==> src/rtl/lstm_train_ctrl.sv <==
// Sequencing controller for one LSTM training run: label preload, per-timestep
// input fill/latch/settle/capture, and a weight update at the end of each epoch.
module lstm_train_ctrl #(
    parameter int unsigned WIDTH          = 32,
    parameter int unsigned NUM            = 45,
    parameter int unsigned NUM_ITERATIONS = 8,
    parameter int unsigned NUM_LABELS     = 8,
    parameter int unsigned SETTLE         = 2
) (
    input  logic             clk,
    input  logic             rst,
    input  logic             i_start,
    input  logic             i_abort,
    input  logic [15:0]      i_epochs,
    input  logic [WIDTH-1:0] i_t_base,
    output logic             o_busy,
    output logic             o_done,
    output logic             o_sel,
    output logic             o_load_in,
    output logic             o_load_bp,
    output logic             o_load_t,
    output logic             o_load_h,
    output logic             o_wr,
    output logic [WIDTH-1:0] o_addr_t,
    output logic [7:0]       o_step,
    output logic [15:0]      o_epoch
);

    typedef enum logic [2:0] {
        IDLE, LOAD_T, FILL, LATCH, SETTLE_W, CAPTURE, UPDATE, DONE
    } state_t;

    state_t           state_q, state_d;
    logic [15:0]      cnt_q, cnt_d;
    logic [7:0]       step_q, step_d;
    logic [15:0]      epoch_q, epoch_d;
    logic [15:0]      epochs_q, epochs_d;
    logic [WIDTH-1:0] addr_q, addr_d;
    logic             busy_q, busy_d;
    logic             done_q, done_d;
    logic             sel_q, sel_d;
    logic             load_in_q, load_in_d;
    logic             load_h_q, load_h_d;
    logic             load_t_q, load_t_d;
    logic             wr_q, wr_d;

    always_comb begin
        state_d  = state_q;
        cnt_d    = cnt_q;
        step_d   = step_q;
        epoch_d  = epoch_q;
        epochs_d = epochs_q;
        addr_d   = addr_q;

        unique case (state_q)
            IDLE: begin
                if (i_start) begin
                    epochs_d = (i_epochs == '0) ? 16'd1 : i_epochs;
                    addr_d   = i_t_base;
                    cnt_d    = '0;
                    step_d   = '0;
                    epoch_d  = '0;
                    state_d  = LOAD_T;
                end
            end
            LOAD_T: begin
                if (cnt_q == 16'(NUM_LABELS - 1)) begin
                    cnt_d   = '0;
                    state_d = FILL;
                end else begin
                    cnt_d  = cnt_q + 16'd1;
                    addr_d = addr_q + WIDTH'(1);
                end
            end
            FILL: begin
                if (cnt_q == 16'(NUM - 1)) begin
                    cnt_d   = '0;
                    state_d = LATCH;
                end else begin
                    cnt_d = cnt_q + 16'd1;
                end
            end
            LATCH: state_d = SETTLE_W;
            SETTLE_W: begin
                if (cnt_q == 16'(SETTLE - 1)) begin
                    cnt_d   = '0;
                    state_d = CAPTURE;
                end else begin
                    cnt_d = cnt_q + 16'd1;
                end
            end
            CAPTURE: begin
                step_d  = step_q + 8'd1;
                state_d = (step_q + 8'd1 == 8'(NUM_ITERATIONS)) ? UPDATE : FILL;
            end
            UPDATE: begin
                epoch_d = epoch_q + 16'd1;
                step_d  = '0;
                state_d = (epoch_q + 16'd1 == epochs_q) ? DONE : FILL;
            end
            DONE: state_d = IDLE;
            default: state_d = IDLE;
        endcase

        // Abort overrides whatever the case above scheduled, so no pulse survives it.
        if (i_abort && state_q != IDLE) begin
            state_d = IDLE;
            cnt_d   = '0;
            step_d  = step_q;
            epoch_d = epoch_q;
            addr_d  = addr_q;
        end
    end

    // Outputs are decoded from the next state so each registered pulse lines up with its state.
    always_comb begin
        busy_d    = (state_d != IDLE);
        done_d    = (state_d == DONE);
        load_t_d  = (state_d == LOAD_T);
        load_in_d = (state_d == LATCH);
        load_h_d  = (state_d == CAPTURE);
        wr_d      = (state_d == UPDATE);
        sel_d     = (state_d == UPDATE) ||
                    ((state_d inside {FILL, LATCH, SETTLE_W, CAPTURE}) && (step_d != '0));
    end

    always_ff @(posedge clk or negedge rst) begin
        if (!rst) begin
            state_q   <= IDLE;
            cnt_q     <= '0;
            step_q    <= '0;
            epoch_q   <= '0;
            epochs_q  <= '0;
            addr_q    <= '0;
            busy_q    <= 1'b0;
            done_q    <= 1'b0;
            sel_q     <= 1'b0;
            load_in_q <= 1'b0;
            load_h_q  <= 1'b0;
            load_t_q  <= 1'b0;
            wr_q      <= 1'b0;
        end else begin
            state_q   <= state_d;
            cnt_q     <= cnt_d;
            step_q    <= step_d;
            epoch_q   <= epoch_d;
            epochs_q  <= epochs_d;
            addr_q    <= addr_d;
            busy_q    <= busy_d;
            done_q    <= done_d;
            sel_q     <= sel_d;
            load_in_q <= load_in_d;
            load_h_q  <= load_h_d;
            load_t_q  <= load_t_d;
            wr_q      <= wr_d;
        end
    end

    assign o_busy    = busy_q;
    assign o_done    = done_q;
    assign o_sel     = sel_q;
    assign o_load_in = load_in_q;
    assign o_load_bp = load_h_q;
    assign o_load_t  = load_t_q;
    assign o_load_h  = load_h_q;
    assign o_wr      = wr_q;
    assign o_addr_t  = addr_q;
    assign o_step    = step_q;
    assign o_epoch   = epoch_q;

endmodule

==> config.mk <==
export PLATFORM = sky130hd
export DESIGN_NAME = lstm_train_ctrl
export DESIGN_NICKNAME = d
export VERILOG_FILES = /design/src/rtl/lstm_train_ctrl.sv
export SDC_FILE = /design/constraint.sdc
export NUM_CORES = 1
export LEC_CHECK = 0
export BUFFER_PORTS_ARGS = -buffer_cell sky130_fd_sc_hd__buf_2
export CAP_MARGIN = 30
export CORE_MARGIN = 8
export CORE_UTILIZATION = 61
export DETAILED_ROUTE_END_ITERATION = 6
export HOLD_SLACK_MARGIN = 0.15
export MAX_ROUTING_LAYER = met4
export PLACE_DENSITY = 0.87
export SETUP_SLACK_MARGIN = 0.4
export SYNTH_ARGS = -nofsm -noshare
export SYNTH_HDL_FRONTEND = slang
export SYNTH_SLANG_ARGS = --single-unit
==> constraint.sdc <==
create_clock -name clk -period 7.2 [get_ports clk]
set_clock_uncertainty 0.2 [all_clocks]
set_input_delay 1.08 -clock clk [delete_from_list [all_inputs] [get_ports clk]]
set_output_delay 1.08 -clock clk [all_outputs]
set_load 0.01 [all_outputs]
**After elaboration in Yosys (flattened, before gate mapping)**

Index checks and enable logic that the tools add are counted.

- Register bits: 98
- Bits of input ports: 52
- Output and inout port bits: 64

- $add $sub $neg: 4
- Equal/unequal tests: 22
- Mux-type cells: 22
- Bitwise logic cells: 1
- Reductions and logical operators: 16

Operator list:

| cell | count |
|---|---|
| $mux 16 | 6 |
| $mux 32 | 2 |
| $pmux 16 s4 | 1 |
| $pmux 32 s2 | 1 |
| $add 16x1->16 const B | 2 |
| $add 32x1->32 const B | 1 |
| $pmux 16 s2 | 1 |
| $eq 3x3->1 const B | 8 |
| $pmux 3 s8 | 1 |
| $pmux 8 s3 | 1 |
| $mux 3 | 7 |
| $eq 16x1->1 const B | 1 |
| $eq 16x16->1 | 1 |
| $eq 16x3->1 const B | 1 |
| $eq 16x6->1 const B | 1 |
| $logic_not 16->1 | 1 |
| $mux 8 | 2 |
| $eq 3x2->1 const B | 4 |
| $add 8x1->8 const B | 1 |
| $eq 8x4->1 const B | 1 |
| $reduce_bool 8->1 | 1 |
| $eq 3x1->1 const B | 2 |
| $reduce_bool 3->1 | 2 |
| $reduce_bool 5->1 | 1 |
| 11 further kinds | 15 |

**Depth between registers and ports, before layout**

- Word-level depth: 9
- Mapped depth: 12

**Least setup slack after synthesis**

No wires, ideal clock.

- Kind: input port to flip-flop
- Start: input port i_start
- End: register sel_q, in the netlist o_sel
- Library setup time: 0.129 ns
- Data arrival time: 2.779 ns
- Setup slack: 4.092 ns
- Cell stages on the path: 8
- Cell sequence: or3b_2 a21o_1 and2_0 o21ai_0 o21ai_0 or3_1 nor3_1 a31oi_1

- Elaborated cells on any way between the ends: 15
- Those cells by class: eq/ne: 5; mux: 6; reduce/logical: 4

RTL lines:

| item | line | text |
|---|---|---|
| start: declaration | 12 | `input logic i_start,` |
| $mux 8 | 57 | `if (i_start) begin` |
| $pmux 8 s3 | 55 | `unique case (state_q)` |
| $mux 8 | 106 | `if (i_abort && state_q != IDLE) begin` |
| via step_d[2] | 35 | `logic [7:0] step_q, step_d;` |
| $reduce_bool 8->1 | 124 | `((state_d inside {FILL, LATCH, SETTLE_W, CAPTURE}) && (step_d != '0));` |
| $logic_and 1x1->1 | 124 |  |
| $logic_or 1x1->1 | 123 | `sel_d = (state_d == UPDATE) \|\|` |
| via sel_d | 41 | `logic sel_q, sel_d;` |
| end signal: assignment | 151 | `sel_q <= sel_d;` |
| end: declaration | 41 |  |

The timed path passes the listed nets, and every way through them passes these cells.
A chain may end at the register's enable or synchronous reset.

==> flow_summary.yaml <==
timing:
  setup_tns_ns: 0
  hold_violations: 0
  holdWs_ns: 0.335
  fmax_mhz: 257
  max_slew.worst_pin.slew_ns: 1.06
  grt_setup_unrepaired: "no"
  slew_headroom: 0.286
  finalSetupViolations: 0
  period_needed_ns: 3.90
  slew_violations: 0
  fin_crit_sh: 0.541
critical_path:
  crit_path_max_fanout: 34
  cp_cell_sequence: "ha_1, nand3_2, nor4_4, nor4b_2, o22ai_1, nor4_2, or2_1, buf_4, and3_2, buf_12, a31oi_1"
  startpoint_type: "flip-flop"
  rr_startpoint: "o_epoch[0]"
  max_stage_delay_ns: 0.54
  crit_required_ns: 7.24
  critical_path_class: "flip-flop to flip-flop"
  r2r_setup_slack_ns: 3.30
  setup.worst_path.end_class: "flip-flop"
  crit_slowest_cell: "and3_2"
  r2r_cells: 11
  cp.arrival_ns: 3.94
  reg2reg_to: "o_addr_t[0]"
placed_design:
  dp.cells: 900
  postPlaceCellArea_um2: 6730
  io_buffers: 115
  hpwl_um: 11700
  place_congestion: 0.943
pwr:
  vdd_ir_drop_max_v: 0.000148
  leakage_nw: 3.04
  power_density_nw_per_um2: 258
global_routing:
  grt_usage: 0.252
  grt_max_degree: 73
  grt_overflow: 0
  grt_pass1_vias: 5451
  antenna_found_initial: 0
  grt_pass1_wl_um: 26700
cts:
  hold_buffers: 0
  htree_levels: 3
  tritoncts: "done"
  clock_sinks: 98
  numCtsBuffers: 9
  path_clk_slew_ns: 0.10
  clk_latency_ns: 0.36
  post_cts_buffers: 0
  clock-root-buffer: "clkbuf_8"
  clockBufferDepth: 2
  postCtsResizedCells: 0
finish:
  diodes: 0
  drive_gt1_frac: 0.258
  nFillCells: 781
  nets: 836
  area_growth_pct: 13.9
  design_area_um2: 6970
  stdcell_count: 915
routing:
  first_iter_violations: 611
  final_antenna_net_count: 0
  wl_per_cell_um: 17.9
  drc: 0
  routed_wl_um: 16400
  num_vias: 5773
  viasPerCell: 6.31
  firstDrtPassIters: 5
min_path:
  whs_path_depth: 1
  hp-start: "epochs_q[5]"
  min_to: "epochs_q[5]"
  hold_path_class: "flip-flop to flip-flop"
die:
  start_util: 0.626
  io_pins: 116
  dieArea_um2: 13500
  core-area_um2: 9770
  die_h_um: 116
  die_w_um: 116
  rows: 36
logic_synthesis:
  synthTopCellsByArea: "dfrtp_1 (40%), o21ai_0 (5.9%), nand2_1 (4.7%), a41oi_1 (4.3%), nor2_1 (2.9%)"
  ys_ff_latch: 98
  yosysSeqAreaShare: 0.401
  ys.flop_type: "dfrtp_1"
  yosysTopAreaCell: "dfrtp_1"
  synthArstFlopShare: 1.00
  yosys_warnings: 0
  synth.cell_area_um2: 6120
  synth_edf_count: 0
  netlist_instances: 685
  yosysUniqueCellTypes: 66
  synth_top_cell_area_share: 0.401
  synth_nets: 743
  avgSynthCellArea_um2: 8.94
run:
  maxCapViolations: 0
status:
  status: "finished, final reports clean"
sequential cells by signal, indices dropped and copies added, names as in the netlist:
signal	flops
o_addr_t	32
o_load_bp	1
o_step	8
o_sel	1
o_wr	1
epochs_q	16
o_load_t	1
o_epoch	16
o_done	1
state_q	3
o_busy	1
o_load_in	1
cnt_q	16
metal layers:
metal,track usage,wire [um],vias to the layer above
met3,0.0243,1200,40
li1,-,-,2719
met5,-,0,-
met4,0.0899,357,0
met2,0.389,7820,269
met1,0.340,7000,2745
area by class of cell:
cell class                 instances  area, um^2  area share
sequential                        98        2450       0.352
clock buffer                      10         138      0.0197
tap                              133         166      0.0239
clock inverter                     5         103      0.0147
inverter                          21        78.8      0.0113
timing repair buffer             123         651      0.0933
multi-input combinational        525        3380       0.485
worst max-delay path: cells and delay by family (launching register included):
| kind | cells | cell delay, ns |
|---|---|---|
| simple gates | 6 | 1.90 |
| flops | 1 | 0.50 |
| compound gates | 2 | 0.25 |
| fa+ha+maj | 1 | 0.31 |
| buf+inv | 2 | 0.61 |
worst max-delay path by stage:
| stage | startpoint | endpoint | cells past startpoint | slack (ns) |
|---|---|---|---|---|
| 2_1_floorplan | i_start | o_sel | 8 | 4.09 |
| 3_3_place_gp | o_epoch[0] | o_addr_t[0] | 10 | 3.20 |
| 3_5_place_dp | o_epoch[0] | o_addr_t[0] | 11 | 3.36 |
| 4_1_cts | o_epoch[0] | o_addr_t[0] | 11 | 3.33 |
| 5_1_grt | o_epoch[0] | o_addr_t[10] | 11 | 3.02 |
| 6_report | o_epoch[0] | o_addr_t[0] | 11 | 3.30 |
report_power, final:
part	leakage [nW]	switching, mW	internal [mW]
Clock	0.118	0.194	0.238
Sequential	1.23	0.128	0.651
Combinational	1.69	0.338	0.248
Total	3.04	0.660	1.14
metrics by stage:
stage	setup WS (ns)	utilization	total power [mW]
after detailed placement	3.36	0.689	1.37
after CTS	3.33	0.713	1.80
after global routing	3.02	0.713	1.90
after global placement	3.20	0.687	1.34
after floorplan	4.09	-	1.17
final	3.30	0.713	1.80
Yosys cell counts (3+ instances only):
cell type and count:
a21o_1 3, a21oi_1 9, a21oi_2 19, a21oi_4 10, a22o_1 3, a31oi_1 11, a41oi_1 30, and2_0 3
and3_1 13, buf_2 13, buf_6 4, clkbuf_1 22, dfrtp_1 98, ha_1 6, inv_1 21, mux2_2 15
mux2i_1 3, nand2_1 77, nand2b_1 8, nand3_1 34, nand3b_1 3, nand4_1 16, nor2_1 47, nor2b_1 9
nor3_1 18, nor4_1 10, o21ai_0 72, o22ai_1 20, o31ai_1 10, o41ai_1 3, or2_2 3, or3_1 7
xnor2_1 12, xor2_1 15
placed cells by master, fill, tap and decap left out, drive strengths merged, types with 11 or more instances in the layout:
| master | netlist | final |
|---|---|---|
| buf | 19 | 123 |
| nand2 | 78 | 78 |
| nor2 | 47 | 47 |
| a31oi | 11 | 11 |
| nand3 | 36 | 36 |
| inv | 21 | 21 |
| o21ai | 73 | 73 |
| xor2 | 15 | 15 |
| nand4 | 17 | 17 |
| mux2 | 15 | 15 |
| xnor2 | 12 | 12 |
| and3 | 13 | 13 |
| a21oi | 38 | 38 |
| dfrtp | 98 | 98 |
| nor4 | 13 | 13 |
| a41oi | 30 | 30 |
| o22ai | 20 | 20 |
| nor3 | 18 | 18 |
cells by family after synthesis:
kind of cell / Yosys count / synth area share
adders and majority gates: 6 / 0.0123
AOI/OAI and AO/OA: 205 / 0.240
DFF: 98 / 0.401
xor gates and xnor gates: 27 / 0.0386
and+or+nand+nor: 269 / 0.227
buffers and inverters: 62 / 0.0489
muxes: 18 / 0.0325
(Power assumes the default switching activity.)
